$ cat src/rtl/a2d_pkg.sv
// Shared types and constants for the IR-sensor A2D interface.
// Latency: n/a (declarations only).
// Backpressure: n/a.
package a2d_pkg;

    localparam int SCLK_DIV_DEF  = 32;
    localparam int FRNT_PRCH_DEF = 8;

    localparam logic [2:0] ST_IDLE = 3'd0;
    localparam logic [2:0] ST_TX1  = 3'd1;
    localparam logic [2:0] ST_GAP  = 3'd2;
    localparam logic [2:0] ST_TX2  = 3'd3;
    localparam logic [2:0] ST_DONE = 3'd4;

    localparam logic [1:0]  CMD_PFX = 2'b00;
    localparam logic [10:0] CMD_PAD = 11'h000;

    function automatic logic [15:0] build_cmd(input logic [2:0] ch);
        return {CMD_PFX, ch, CMD_PAD};
    endfunction

endpackage

$ cat src/rtl/a2d_intf_if.sv
// Bundle of the control handshake and the SPI pins of the A2D interface.
// Latency: n/a (wiring only).
// Backpressure: n/a; strt_cnv is dropped by the master while busy.
interface a2d_intf_if;
    logic        strt_cnv;
    logic [2:0]  chnnl;
    logic        cnv_cmplt;
    logic [11:0] res;
    logic        SS_n;
    logic        SCLK;
    logic        MOSI;
    logic        MISO;

    modport master (
        input  strt_cnv, chnnl, MISO,
        output cnv_cmplt, res, SS_n, SCLK, MOSI
    );

    modport slave (
        output strt_cnv, chnnl, MISO,
        input  cnv_cmplt, res, SS_n, SCLK, MOSI
    );
endinterface

$ cat src/rtl/a2d_intf_spi_mstr16.sv
// SPI mode-3 16-bit master: slave select, divided SCLK and one shared shift register.
// Latency: SS_n rises FRNT_PRCH + 16*SCLK_DIV clk after wrt; done pulses the cycle before.
// Backpressure: wrt is ignored while a transaction is in flight.
module spi_mstr16
    import a2d_pkg::*;
#(
    parameter int SCLK_DIV  = SCLK_DIV_DEF,
    parameter int FRNT_PRCH = FRNT_PRCH_DEF
) (
    input  logic        clk,
    input  logic        rst_n,
    input  logic        wrt,
    input  logic [15:0] cmd,
    output logic        done,
    output logic [15:0] rd_data,
    output logic        SS_n,
    output logic        SCLK,
    output logic        MOSI,
    input  logic        MISO
);

    localparam int CNT_W = $clog2(SCLK_DIV);
    localparam logic [CNT_W-1:0] CNT_PRESET = CNT_W'(SCLK_DIV - FRNT_PRCH);
    localparam logic [CNT_W-1:0] CNT_RISE   = CNT_W'(SCLK_DIV / 2 - 1);
    localparam logic [CNT_W-1:0] CNT_FALL   = CNT_W'(SCLK_DIV - 1);

    logic [CNT_W-1:0] div_cnt;
    logic [4:0]       rise_cnt;
    logic [15:0]      shft;
    logic             ss_n_q;
    logic             mosi_q;
    logic             last;

    // After the 16th rise, the wrap that would be fall 17 ends the frame instead.
    assign last    = (rise_cnt == 5'd16) && (div_cnt == CNT_FALL);
    assign done    = ~ss_n_q & last;
    assign rd_data = shft;
    assign SS_n    = ss_n_q;
    assign SCLK    = div_cnt[CNT_W-1];
    assign MOSI    = mosi_q;

    always_ff @(posedge clk or negedge rst_n) begin
        if (!rst_n) begin
            ss_n_q   <= 1'b1;
            div_cnt  <= CNT_PRESET;
            rise_cnt <= 5'd0;
            shft     <= 16'h0000;
            mosi_q   <= 1'b0;
        end else if (ss_n_q) begin
            if (wrt) begin
                ss_n_q   <= 1'b0;
                div_cnt  <= CNT_PRESET;
                rise_cnt <= 5'd0;
                shft     <= cmd;
            end
        end else if (last) begin
            ss_n_q  <= 1'b1;
            div_cnt <= CNT_PRESET;
        end else begin
            div_cnt <= div_cnt + CNT_W'(1);
            if (div_cnt == CNT_FALL) begin
                mosi_q <= shft[15];
                shft   <= {shft[14:0], 1'b0};
            end
            if (div_cnt == CNT_RISE) begin
                shft[0]  <= MISO;
                rise_cnt <= rise_cnt + 5'd1;
            end
        end
    end

endmodule

$ cat src/rtl/a2d_intf.sv
// A2D conversion sequencer: channel-select frame, gap, result frame; A2D_OVRSMPL_EN averages 4 pairs.
// Latency: fixed, two SPI frames plus one gap clk (four pairs when oversampling) from strt_cnv.
// Backpressure: strt_cnv is ignored in any state other than IDLE.
module a2d_intf
    import a2d_pkg::*;
#(
    parameter int SCLK_DIV  = SCLK_DIV_DEF,
    parameter int FRNT_PRCH = FRNT_PRCH_DEF
) (
    input  logic          clk,
    input  logic          rst_n,
    a2d_intf_if.master    bus
);

    logic [2:0]  state;
    logic [2:0]  chnnl_q;
    logic [11:0] res_q;
    logic        cmplt_q;
    logic        wrt;
    logic        done;
    logic [15:0] cmd;
    logic [15:0] rd_data;
    logic        unused_hi;

    // The first frame must carry chnnl in the same cycle it is accepted.
    assign wrt = ((state == ST_IDLE) && bus.strt_cnv) || (state == ST_GAP);
    assign cmd = build_cmd((state == ST_IDLE) ? bus.chnnl : chnnl_q);
    assign unused_hi = ^rd_data[15:12];

    assign bus.res       = res_q;
    assign bus.cnv_cmplt = cmplt_q;

`ifdef A2D_OVRSMPL_EN
    logic [13:0] acc;
    logic [13:0] acc_sum;
    logic [1:0]  pair_cnt;
    logic        nxt_tx1;

    assign acc_sum = acc + {2'b00, rd_data[11:0]};
`endif

    always_ff @(posedge clk or negedge rst_n) begin
        if (!rst_n) begin
            state   <= ST_IDLE;
            chnnl_q <= 3'd0;
            res_q   <= 12'h000;
            cmplt_q <= 1'b0;
`ifdef A2D_OVRSMPL_EN
            acc      <= 14'd0;
            pair_cnt <= 2'd0;
            nxt_tx1  <= 1'b0;
`endif
        end else begin
            case (state)
                ST_IDLE: begin
                    if (bus.strt_cnv) begin
                        state   <= ST_TX1;
                        chnnl_q <= bus.chnnl;
                        cmplt_q <= 1'b0;
`ifdef A2D_OVRSMPL_EN
                        acc      <= 14'd0;
                        pair_cnt <= 2'd0;
                        nxt_tx1  <= 1'b0;
`endif
                    end
                end
                ST_TX1: begin
                    if (done) state <= ST_GAP;
                end
                ST_GAP: begin
`ifdef A2D_OVRSMPL_EN
                    state   <= nxt_tx1 ? ST_TX1 : ST_TX2;
                    nxt_tx1 <= 1'b0;
`else
                    state <= ST_TX2;
`endif
                end
                ST_TX2: begin
                    if (done) begin
`ifdef A2D_OVRSMPL_EN
                        if (pair_cnt == 2'd3) begin
                            res_q   <= acc_sum[13:2];
                            cmplt_q <= 1'b1;
                            state   <= ST_DONE;
                        end else begin
                            acc      <= acc_sum;
                            pair_cnt <= pair_cnt + 2'd1;
                            nxt_tx1  <= 1'b1;
                            state    <= ST_GAP;
                        end
`else
                        res_q   <= rd_data[11:0];
                        cmplt_q <= 1'b1;
                        state   <= ST_DONE;
`endif
                    end
                end
                ST_DONE: state <= ST_IDLE;
                default: state <= ST_IDLE;
            endcase
        end
    end

    spi_mstr16 #(
        .SCLK_DIV  (SCLK_DIV),
        .FRNT_PRCH (FRNT_PRCH)
    ) u_spi (
        .clk     (clk),
        .rst_n   (rst_n),
        .wrt     (wrt),
        .cmd     (cmd),
        .done    (done),
        .rd_data (rd_data),
        .SS_n    (bus.SS_n),
        .SCLK    (bus.SCLK),
        .MOSI    (bus.MOSI),
        .MISO    (bus.MISO)
    );

endmodule

$ cat src/flat_wrapper.sv
// flat-port wrapper written by rule: the top's interface ports become plain ports
module a2d_intf_flat import a2d_pkg::*;
#(
    parameter int SCLK_DIV  = SCLK_DIV_DEF,
    parameter int FRNT_PRCH = FRNT_PRCH_DEF
)
  (clk, rst_n, bus_strt_cnv, bus_chnnl, bus_MISO, bus_cnv_cmplt, bus_res, bus_SS_n, bus_SCLK, bus_MOSI);
  a2d_intf_if bus_i ();
  input  logic clk;
  input  logic rst_n;
  input wire logic [$bits(bus_i.strt_cnv)-1:0] bus_strt_cnv;
  input wire logic [$bits(bus_i.chnnl)-1:0] bus_chnnl;
  input wire logic [$bits(bus_i.MISO)-1:0] bus_MISO;
  output wire logic [$bits(bus_i.cnv_cmplt)-1:0] bus_cnv_cmplt;
  output wire logic [$bits(bus_i.res)-1:0] bus_res;
  output wire logic [$bits(bus_i.SS_n)-1:0] bus_SS_n;
  output wire logic [$bits(bus_i.SCLK)-1:0] bus_SCLK;
  output wire logic [$bits(bus_i.MOSI)-1:0] bus_MOSI;
  assign bus_i.strt_cnv = bus_strt_cnv;
  assign bus_i.chnnl = bus_chnnl;
  assign bus_i.MISO = bus_MISO;
  assign bus_cnv_cmplt = bus_i.cnv_cmplt;
  assign bus_res = bus_i.res;
  assign bus_SS_n = bus_i.SS_n;
  assign bus_SCLK = bus_i.SCLK;
  assign bus_MOSI = bus_i.MOSI;
  a2d_intf #(.SCLK_DIV(SCLK_DIV), .FRNT_PRCH(FRNT_PRCH)) u_core (.clk(clk), .rst_n(rst_n), .bus(bus_i));
endmodule
$ cat config.mk
export PLATFORM = sky130hd
export DESIGN_NAME = a2d_intf_flat
export DESIGN_NICKNAME = d
export VERILOG_FILES = /design/src/rtl/a2d_pkg.sv /design/src/rtl/a2d_intf_if.sv /design/src/rtl/a2d_intf_spi_mstr16.sv /design/src/rtl/a2d_intf.sv /design/src/flat_wrapper.sv
export SDC_FILE = /design/constraint.sdc
export NUM_CORES = 1
export LEC_CHECK = 0
export BUFFER_PORTS_ARGS = -buffer_cell sky130_fd_sc_hd__buf_4
export CAP_MARGIN = 20
export CORE_MARGIN = 2
export CORE_UTILIZATION = 54
export CTS_CLUSTER_DIAMETER = 80
export DETAILED_ROUTE_END_ITERATION = 8
export GPL_TIMING_DRIVEN = 0
export PLACE_DENSITY = 0.74
export SLEW_MARGIN = 30
export SYNTH_ARGS = -nofsm -noshare
export SYNTH_HDL_FRONTEND = slang
export SYNTH_HIERARCHICAL = 1
export SYNTH_SLANG_ARGS = --single-unit
export TNS_END_PERCENT = 1
$ cat constraint.sdc
create_clock -name clk -period 5.1 [get_ports clk]
set_clock_uncertainty 0.2 [all_clocks]
set_input_delay 0.765 -clock clk [delete_from_list [all_inputs] [get_ports clk]]
set_output_delay 0.765 -clock clk [all_outputs]
set_load 0.01 [all_outputs]
==> flow_results.org, run 1 <==
** Worst setup path
- Traced cell by cell, the critical path runs through inv_1 -> ha_1 -> nor4bb_4 -> buf_4 -> nand3_1 -> inv_1 -> nand4b_4 -> buf_6 -> mux2_4.
- Worst reg-to-reg path cell count :: 9
- The worst register-to-register path ends at u_core/bus.res[9].
- STA classifies the critical path startpoint as a flop.
- Required time of the critical path :: between 5000 and 6000 ps
- The worst setup path is captured at a flop.
- Top delay family on crit path :: buffers and inverters
- The critical path contains buffers and inverters numbering 4 combined.
- Worst setup path category :: reg2reg
- The worst register-to-register path begins at u_core/u_spi/rise_cnt[0].
- Levels on crit path :: 9
- The slowest stage of the critical path belongs to the cell sky130_fd_sc_hd__dfrtp_1.
- Among the stages of the critical path, the cell type that occurs most often is sky130_fd_sc_hd__inv_1.
- For the worst setup path, the data arrival time is 2600 ps.
- Peak fanout along the critical path :: 10
- Critical Path Source :: u_core/u_spi/rise_cnt[0]
- The critical path ends at u_core/bus.res[9].
- CP max stage delay :: between 400 and 500 ps
- The worst register-to-register path has a setup slack of 2480 ps.

** Layout
- Layout cell share with drive strength beyond 1 :: 0.276
- Count of non-filler cells in the finished layout :: ~300
- Final design utilization :: 0.639
- Fill cells in the final layout number around 360.
- Antenna fix cells :: 0
- In the final design database the tool counted 257 nets.
- Area growth from synthesis to final layout :: 14.9%

** Power
- Maximum ir drop on the vdd rail :: 233 uV
- Leakage power total :: 1.26 nW
- Power density over cell area :: 374 nW/um^2

** CTS
- Level count of the clock H-tree :: 2
- Sinks on Clock Net :: between 40 and 50
- Clock Root Buffer :: sky130_fd_sc_hd__clkbuf_8
- CTS Hold Bufs :: 0
- Inserted Clock Buffers :: 5
- Post_cts resized :: 0
- At the later pin of the worst-skew pair, clock insertion delay measures 290 ps.
- CTS clk-pin slew, worst paths :: ~80 ps
- TritonCTS built the clock tree.
- Counting along the longest clock path gives a buffer depth of 2.
- Buffers inserted by post-CTS timing repair :: 0

** Floorplan
- I/O pin cnt :: 23
- The floorplan step set the die height to 70.5 um.
- The core region is 4290 um^2.
- The die is 70.5 um wide.
- The die covers 4970 um^2.
- The initial utilization of the core area, before any placement, comes to 0.556.
- Standard-cell row count :: 24

** Yosys
- Number of cells produced by synthesis :: 204
- Among all flip-flop cells after synthesis, the most frequent one is sky130_fd_sc_hd__dfrtp_1.
- After synthesis, the mean cell area works out to approximately 12 um^2.
- After synthesis, the share of flip-flops with an asynchronous set or reset is 1.00.
- Number of synthesized flops with an enable pin :: 0
- Share of Yosys cell area claimed by the top area cell type :: 0.461
- Sequential share of the synthesized area :: 0.494
- Counting flops and latches in the post-synthesis netlist gives 47.
- Biggest area contributors in the synthesized netlist :: sky130_fd_sc_hd__dfrtp_1 46%, sky130_fd_sc_hd__o32ai_1 6.2%, sky130_fd_sc_hd__mux2_2 5.7%
- The mapped netlist covers 2390 um^2.
- Count of cell types in the netlist :: 44
- The largest total area in the synthesized netlist belongs to sky130_fd_sc_hd__dfrtp_1.
- Number of warning messages in the yosys log :: 6

** Global route
- Total GRT Usage :: 0.200
- Maximum number of pins on one net before global-route repair :: 48
- Number of antenna violations at the first check in global routing :: 0
- The number of global-route vias before repair came to between 1500 and 2000.
- The first global-routing pass estimated 7.89 mm of wire.
- Global-route congestion overflow total :: 0

** STA
- In this run the tightest slew margin relative to its limit is 0.613.
- Setup repair after global routing missed its margin :: no
- Fin. Hold Viols :: 0
- Setup violators final :: 0
- Based on the critical path, the design can be clocked at up to 382 MHz.
- Setup slack closes at approximately 2500 ps.
- The number of slew-limit violations in the final report came to 0.
- For the pin with the worst max-slew slack, the measured transition is 580 ps.
- Summed negative setup slack over all endpoints :: 0 ps
- Of the available clock period, the critical path in the final layout requires 0.514.
- Min Tclk post-route :: 2620 ps

** Drt
- The detailed router finished its first iteration with 119 violations.
- Detailed-route DRC error count :: 0
- Count of TritonRoute iterations in the first routing pass :: 4
- The final layout contains routed wiring with a total length of 4.56 mm.
- In the routed layout, each cell is associated on average with a via count of between 5 and 6.
- After detailed routing, the average wire length per cell comes to 15.3 um.
- Count of antenna-violating nets left after detailed routing :: 0
- Overall via count from detail_route :: 1717

** Place
- Once placement completed, the tool counted placed cells totaling 290.
- Placer congestion estimate :: 0.833
- Before CTS, the worst setup slack after placement is 2460 ps.
- DPL Wire Length :: 3.15 mm
- IO Port Bufs :: 22

** Status
- The run finished with clean final reports.

** Worst hold path
- Path class of the lowest-slack min-delay path :: in2async

** Flow run
- Max-cap violations in this run came to 0.
[layout make-up]
class,count,area [um^2],share of cell area
Timing Repair Buffer,22,165,0.0602
Multi-Input combinational cell,143,1130,0.412
Sequential cell,47,1180,0.430
Clock buffer,7,76.3,0.0278
Tap cell,52,65.1,0.0237
Clock inverter,1,5.00,0.00182
Inverter,10,37.5,0.0137
Buffer,16,83.8,0.0305
[through the flow]
step | hold slack (ps) | power [mW] | area, um^2
2_1_floorplan | 269 | 0.740 | 2430
3_3_place_gp | 287 | 0.809 | 2660
3_5_place_dp | 295 | 0.820 | 2660
4_1_cts | 285 | 1.03 | 2750
5_1_grt | 305 | 1.10 | 2750
6_report | 265 | 1.03 | 2750
[worst min-delay path by stage]
stage	cells after the start	slack, ps	end
finish	1	260	u_core/bus.res[5]
global route	1	310	u_core/bus.res[8]
floorplan	0	270	u_core/bus.cnv_cmplt
global placement	1	290	u_core/chnnl_q[1]
detailed placement	1	290	u_core/chnnl_q[1]
CTS	1	290	u_core/state[1]
[cell usage after synthesis, drive strengths merged, types with 2 or more instances]
| master | n |
|---|---|
| mux2 | 20 |
| o22ai | 2 |
| a21oi | 5 |
| mux2i | 2 |
| nor3 | 5 |
| nand3b | 2 |
| a31oi | 2 |
| nand2b | 3 |
| xor2 | 3 |
| inv | 10 |
| o211ai | 2 |
| o32ai | 17 |
| a221oi | 14 |
| buf | 9 |
| nor2 | 15 |
| clkbuf | 7 |
| ha | 5 |
| dfrtp | 44 |
| nand4 | 2 |
| nand2 | 12 |
| nand3 | 2 |
| dfstp | 3 |
| o21ai | 2 |
[layer usage]
metal | global-route usage | part of all wire | up-vias
met4 | 0.0598 | 0.012 | 0
met2 | 0.302 | 0.46 | 37
met5 | 0 | 0 | -
li1 | - | - | 835
met3 | 0.0491 | 0.036 | 6
met1 | 0.289 | 0.49 | 839
[logic make-up after synthesis]
logic type / after synthesis / share of synthesized area
XOR/XNOR: 4 / 0.0147
flip-flops: 47 / 0.494
adder cells (fa/ha/maj): 5 / 0.0262
buffers and inverters: 26 / 0.0508
other: 1 / 0.00157
multiplexers: 22 / 0.115
AND/OR/NAND/NOR: 50 / 0.134
AO/OA/AOI/OAI: 49 / 0.164
[cell usage in the layout (no fill, tap or decap), types with 3 or more instances in the layout]
cell,instances
sky130_fd_sc_hd__nor3_1,5
sky130_fd_sc_hd__dfrtp_1,44
sky130_fd_sc_hd__mux2_4,8
sky130_fd_sc_hd__clkbuf_1,8
sky130_fd_sc_hd__conb_1,13
sky130_fd_sc_hd__dfstp_2,3
sky130_fd_sc_hd__nor2_1,15
sky130_fd_sc_hd__nand2_1,12
sky130_fd_sc_hd__clkbuf_8,5
sky130_fd_sc_hd__buf_4,24
sky130_fd_sc_hd__mux2_2,12
sky130_fd_sc_hd__a221oi_1,14
sky130_fd_sc_hd__buf_2,6
sky130_fd_sc_hd__nand2b_1,3
sky130_fd_sc_hd__o32ai_1,17
sky130_fd_sc_hd__a21oi_1,4
sky130_fd_sc_hd__ha_1,5
sky130_fd_sc_hd__inv_1,10
sky130_fd_sc_hd__xor2_1,3
[sequential cells by signal (all words and copies together) (netlist names)]
name,flops
u_core/u_spi/rd_data,16
u_core/bus.res,12
u_core/u_spi/div_cnt,5
u_core/u_spi/rise_cnt,5
u_core/chnnl_q,3
u_core/state,3
u_core/bus.cnv_cmplt,1
u_core/u_spi/MOSI,1
u_core/u_spi/SS_n,1
[power by group]
group	internal, mW	switching (mW)
Combinational	0.129	0.116
Clock	0.0963	0.115
Sequential	0.477	0.0920
Total	0.703	0.323
No activity file was read; power rests on OpenSTA's default activity.
==> run 2, diff against run 1 <==
clock period = 2.65 ns   (was 5.1 ns; I/O delays follow)
==> run 2 against run 1 <==
Clock power increased by 92%. Critical endpoint unchanged. Global-route usage about the same. Via count decreased by 1.3%. Largest cell class unchanged. Final area increased by 0.50%. Critical path depth unchanged.
==> flow_results.org, run 2 (same netlist as run 1, synthesis figures left out) <==
** STA
- Setup violators final :: 0 (unchanged)
- The number of slew-limit violations in the final report came to 0 (unchanged).
- Worst Tran Pin Value :: 576 ps (-4.27 ps)
- The worst slew margin relative to its limit came to 0.616 (+0.00285).
- The final total negative setup slack was 0 ps (unchanged).
- Final setup slack of the worst path :: 193 ps (-2290 ps)
- Share of the clock period used by the worst path after layout :: 0.927 (+0.413)
- The timing-limited maximum frequency came to 407 MHz (+6.7%).
- Min Tclk post-route :: 2460 ps (-163 ps)
- Worst Hold Margin :: 149 ps (-116 ps)
- Setup repair after global routing left no endpoint under its margin.
- Fin. Hold Viols :: 0 (unchanged)

** Layout
- In the layout the commonest cells are 44 x sky130_fd_sc_hd__dfrtp_1, 23 x sky130_fd_sc_hd__buf_4, 17 x sky130_fd_sc_hd__o32ai_1, 15 x sky130_fd_sc_hd__nor2_1, 14 x sky130_fd_sc_hd__a221oi_1.
- Count of non-filler cells in the finished layout :: 299 (+0.34%)
- Most common cell after layout, fill and taps aside :: sky130_fd_sc_hd__dfrtp_1
- Number of flip-flops in the largest register :: 16 (unchanged)
- Layout cell share with drive strength beyond 1 :: 0.279 (+0.00293)
- Area of all placed cells without fillers :: 2760 um^2 (+0.50%)
- Area growth from synthesis to final layout :: 15.5%
- The net count of the finished layout was 258 (+0.39%).
- Antenna fix cells :: 0 (unchanged)
- Final design utilization :: 0.642 (+0.00321)

** CTS
- TritonCTS built the clock tree.
- Clock Root Buffer :: sky130_fd_sc_hd__clkbuf_8
- The level count of the clock H-tree is 2 (unchanged).
- Inserted Clock Buffers :: 5 (unchanged)
- Clock insertion delay at the later pin of the skew report :: 290 ps (about the same)
- The clock-pin transition on the worst setup and hold timing paths was 80 ps (about the same).
- Sinks on Clock Net :: 47 (unchanged)
- The largest buffer count on any clock path came to 2 (unchanged).

** Worst setup path
- Top delay family on crit path :: buffers and inverters
- Worst setup path category :: reg2reg
- Data arrival time of the critical path :: 2430 ps (-170 ps)
- R2R Path End :: u_core/bus.res[9]
- Required time of the critical path :: 2620 ps (-2460 ps)
- STA classifies the critical path endpoint as a flop.
- The worst setup path is launched from a flop.
- The worst register-to-register path begins at u_core/u_spi/rise_cnt[0].
- Worst R2R Setup Slack :: 190 ps (-2290 ps)
- Most numerous cell on the critical path :: sky130_fd_sc_hd__buf_6
- The delay of the slowest critical-path stage came to 430 ps (about the same).
- Worst path bufs/invs :: 4 (unchanged)
- The maximum fanout encountered on the critical timing path was 10 (unchanged).
- Walking the worst path, the cells encountered are inv_1 -> ha_1 -> nor4bb_4 -> buf_6 -> nand3_1 -> inv_2 -> nand4b_4 -> buf_6 -> mux2_4.
- The depth of the worst register-to-register path is 9 (unchanged).
- Library cell contributing the largest single delay on the critical path :: sky130_fd_sc_hd__dfrtp_1

** Power
- The power per cell area was 715 nW/um^2 (+91%).
- The leakage power came to 1.26 nW (about the same).
- The maximum VDD drop came to 447 uV (+92%).
- Cell-internal power :: 1.35 mW (+93%)
- The sequential fraction of design power was 0.555 (about the same).
- Switching part of the total power :: 0.314 (-0.000523)
- The clock share of power is 0.205 (about the same).
- Overall power of the completed layout :: 1.97 mW (+92%)
- Logic gate share of total power :: 0.239 (about the same)
- Switching power summed over all nets :: 621 uW (+92%)

** Floorplan
- Standard-cell row count :: 24 (unchanged)
- The horizontal die dimension is 70.5 um (unchanged).
- Initial Utilization :: 0.556 (unchanged)
- I/O pin cnt :: 23 (unchanged)
- The die footprint is 4970 um^2 (unchanged).
- Area of the core :: 4290 um^2 (unchanged)
- The die outline height was 70.5 um (unchanged).

** Flow run
- The reported max-cap violation count is 0 (unchanged).

** Worst hold path
- Counting instances, the worst hold path has a depth of 2.
- The path with the worst hold slack has its endpoint at u_core/chnnl_q[1].
- The worst hold path begins at bus_chnnl[1].
- The tightest min-delay check is of the in2reg type.

** Drt
- The total detailed-routing wirelength was 4.54 mm (-0.55%).
- Count of TritonRoute iterations in the first routing pass :: 4 (unchanged)
- Detailed-route DRC error count :: 0 (unchanged)
- Overall via count from detail_route :: 1695 (-1.3%)
- The antenna violation net count after detailed routing is 0 (unchanged).
- The count of routing violations after the opening detailed-route iteration came to 126 (+5.9%).
- Vias per std cell :: 5.67 (-1.6%)
- Wire per inst :: 15.2 um (-0.88%)

** Place
- Placer congestion estimate :: 0.833 (unchanged)
- The worst setup slack before clock tree synthesis is 6.40 ps (-2450 ps).
- IO Port Bufs :: 22 (unchanged)
- Count of placed standard cells including taps :: 290 (unchanged)
- DPL Wire Length :: 3.15 mm (unchanged)
- The instance area at placement was 2660 um^2 (unchanged).

** Global route
- The number of global-route vias before repair came to 1680 (-0.36%).
- Maximum number of pins on one net before global-route repair :: 48 (unchanged)
- Number of antenna violations at the first check in global routing :: 0 (unchanged)
- The overall global routing resource usage is 0.200 (-0.000305).
- First-pass GRT wire length :: 7.88 mm (-0.18%)
- Global-route congestion overflow total :: 0 (unchanged)

** Status
- The flow ran to the end, and the final reports show no timing, DRC or antenna violations.
==> run 2: power by group through the flow <==
stage,sequential [mW],combinational [mW],clock [mW]
floorplan,1.06,0.361,0
global placement,1.10,0.457,0
detailed placement,1.11,0.471,0
CTS,1.09,0.476,0.421
global route,1.12,0.538,0.459
finish,1.10,0.473,0.405
==> run 2: worst register-to-register path, cell delays in order (launching register included) <==
cell                       delay, ps
sky130_fd_sc_hd__dfrtp_1         430
sky130_fd_sc_hd__inv_1            80
sky130_fd_sc_hd__ha_1            210
sky130_fd_sc_hd__nor4bb_4        290
sky130_fd_sc_hd__buf_6           200
sky130_fd_sc_hd__nand3_1         140
sky130_fd_sc_hd__inv_2           150
sky130_fd_sc_hd__nand4b_4        160
sky130_fd_sc_hd__buf_6           200
sky130_fd_sc_hd__mux2_4          300
==> run 2: worst max-delay path by stage <==
stage | start | end | depth (start not counted)
2_1_floorplan | u_core/u_spi/rise_cnt[0] | u_core/bus.res[10] | 9
3_3_place_gp | u_core/u_spi/rise_cnt[0] | u_core/bus.res[4] | 9
3_5_place_dp | u_core/u_spi/rise_cnt[0] | u_core/bus.res[3] | 9
4_1_cts | u_core/u_spi/rise_cnt[0] | u_core/bus.res[6] | 9
5_1_grt | u_core/u_spi/rise_cnt[1] | u_core/bus.res[6] | 9
6_report | u_core/u_spi/rise_cnt[0] | u_core/bus.res[9] | 9
==> run 2: final cells by class <==
cell class / count / area (um^2)
Buffer: 16 / 87.6
Inverter: 10 / 37.5
Clock inverter: 1 / 5.00
Fill cell: 354 / 1540
Tap cell: 52 / 65.1
Timing Repair Buffer: 23 / 175
Sequential cell: 47 / 1180
Clock buffer: 7 / 76.3
Multi-Input combinational cell: 143 / 1130
==> run 2: routing by layer <==
layer	vias up	wire length, um	GRT usage
li1	834	-	-
met4	0	57	0.0598
met5	-	0	0
met2	31	2130	0.301
met3	6	140	0.0491
met1	824	2210	0.289
==> run 2: what timing repair did <==
item	CTS	global route
resized for setup	0	2
hold buffers	1	0
setup buffers	0	0
endpoints found under the hold margin	44	0
endpoints found under the setup margin	0	8
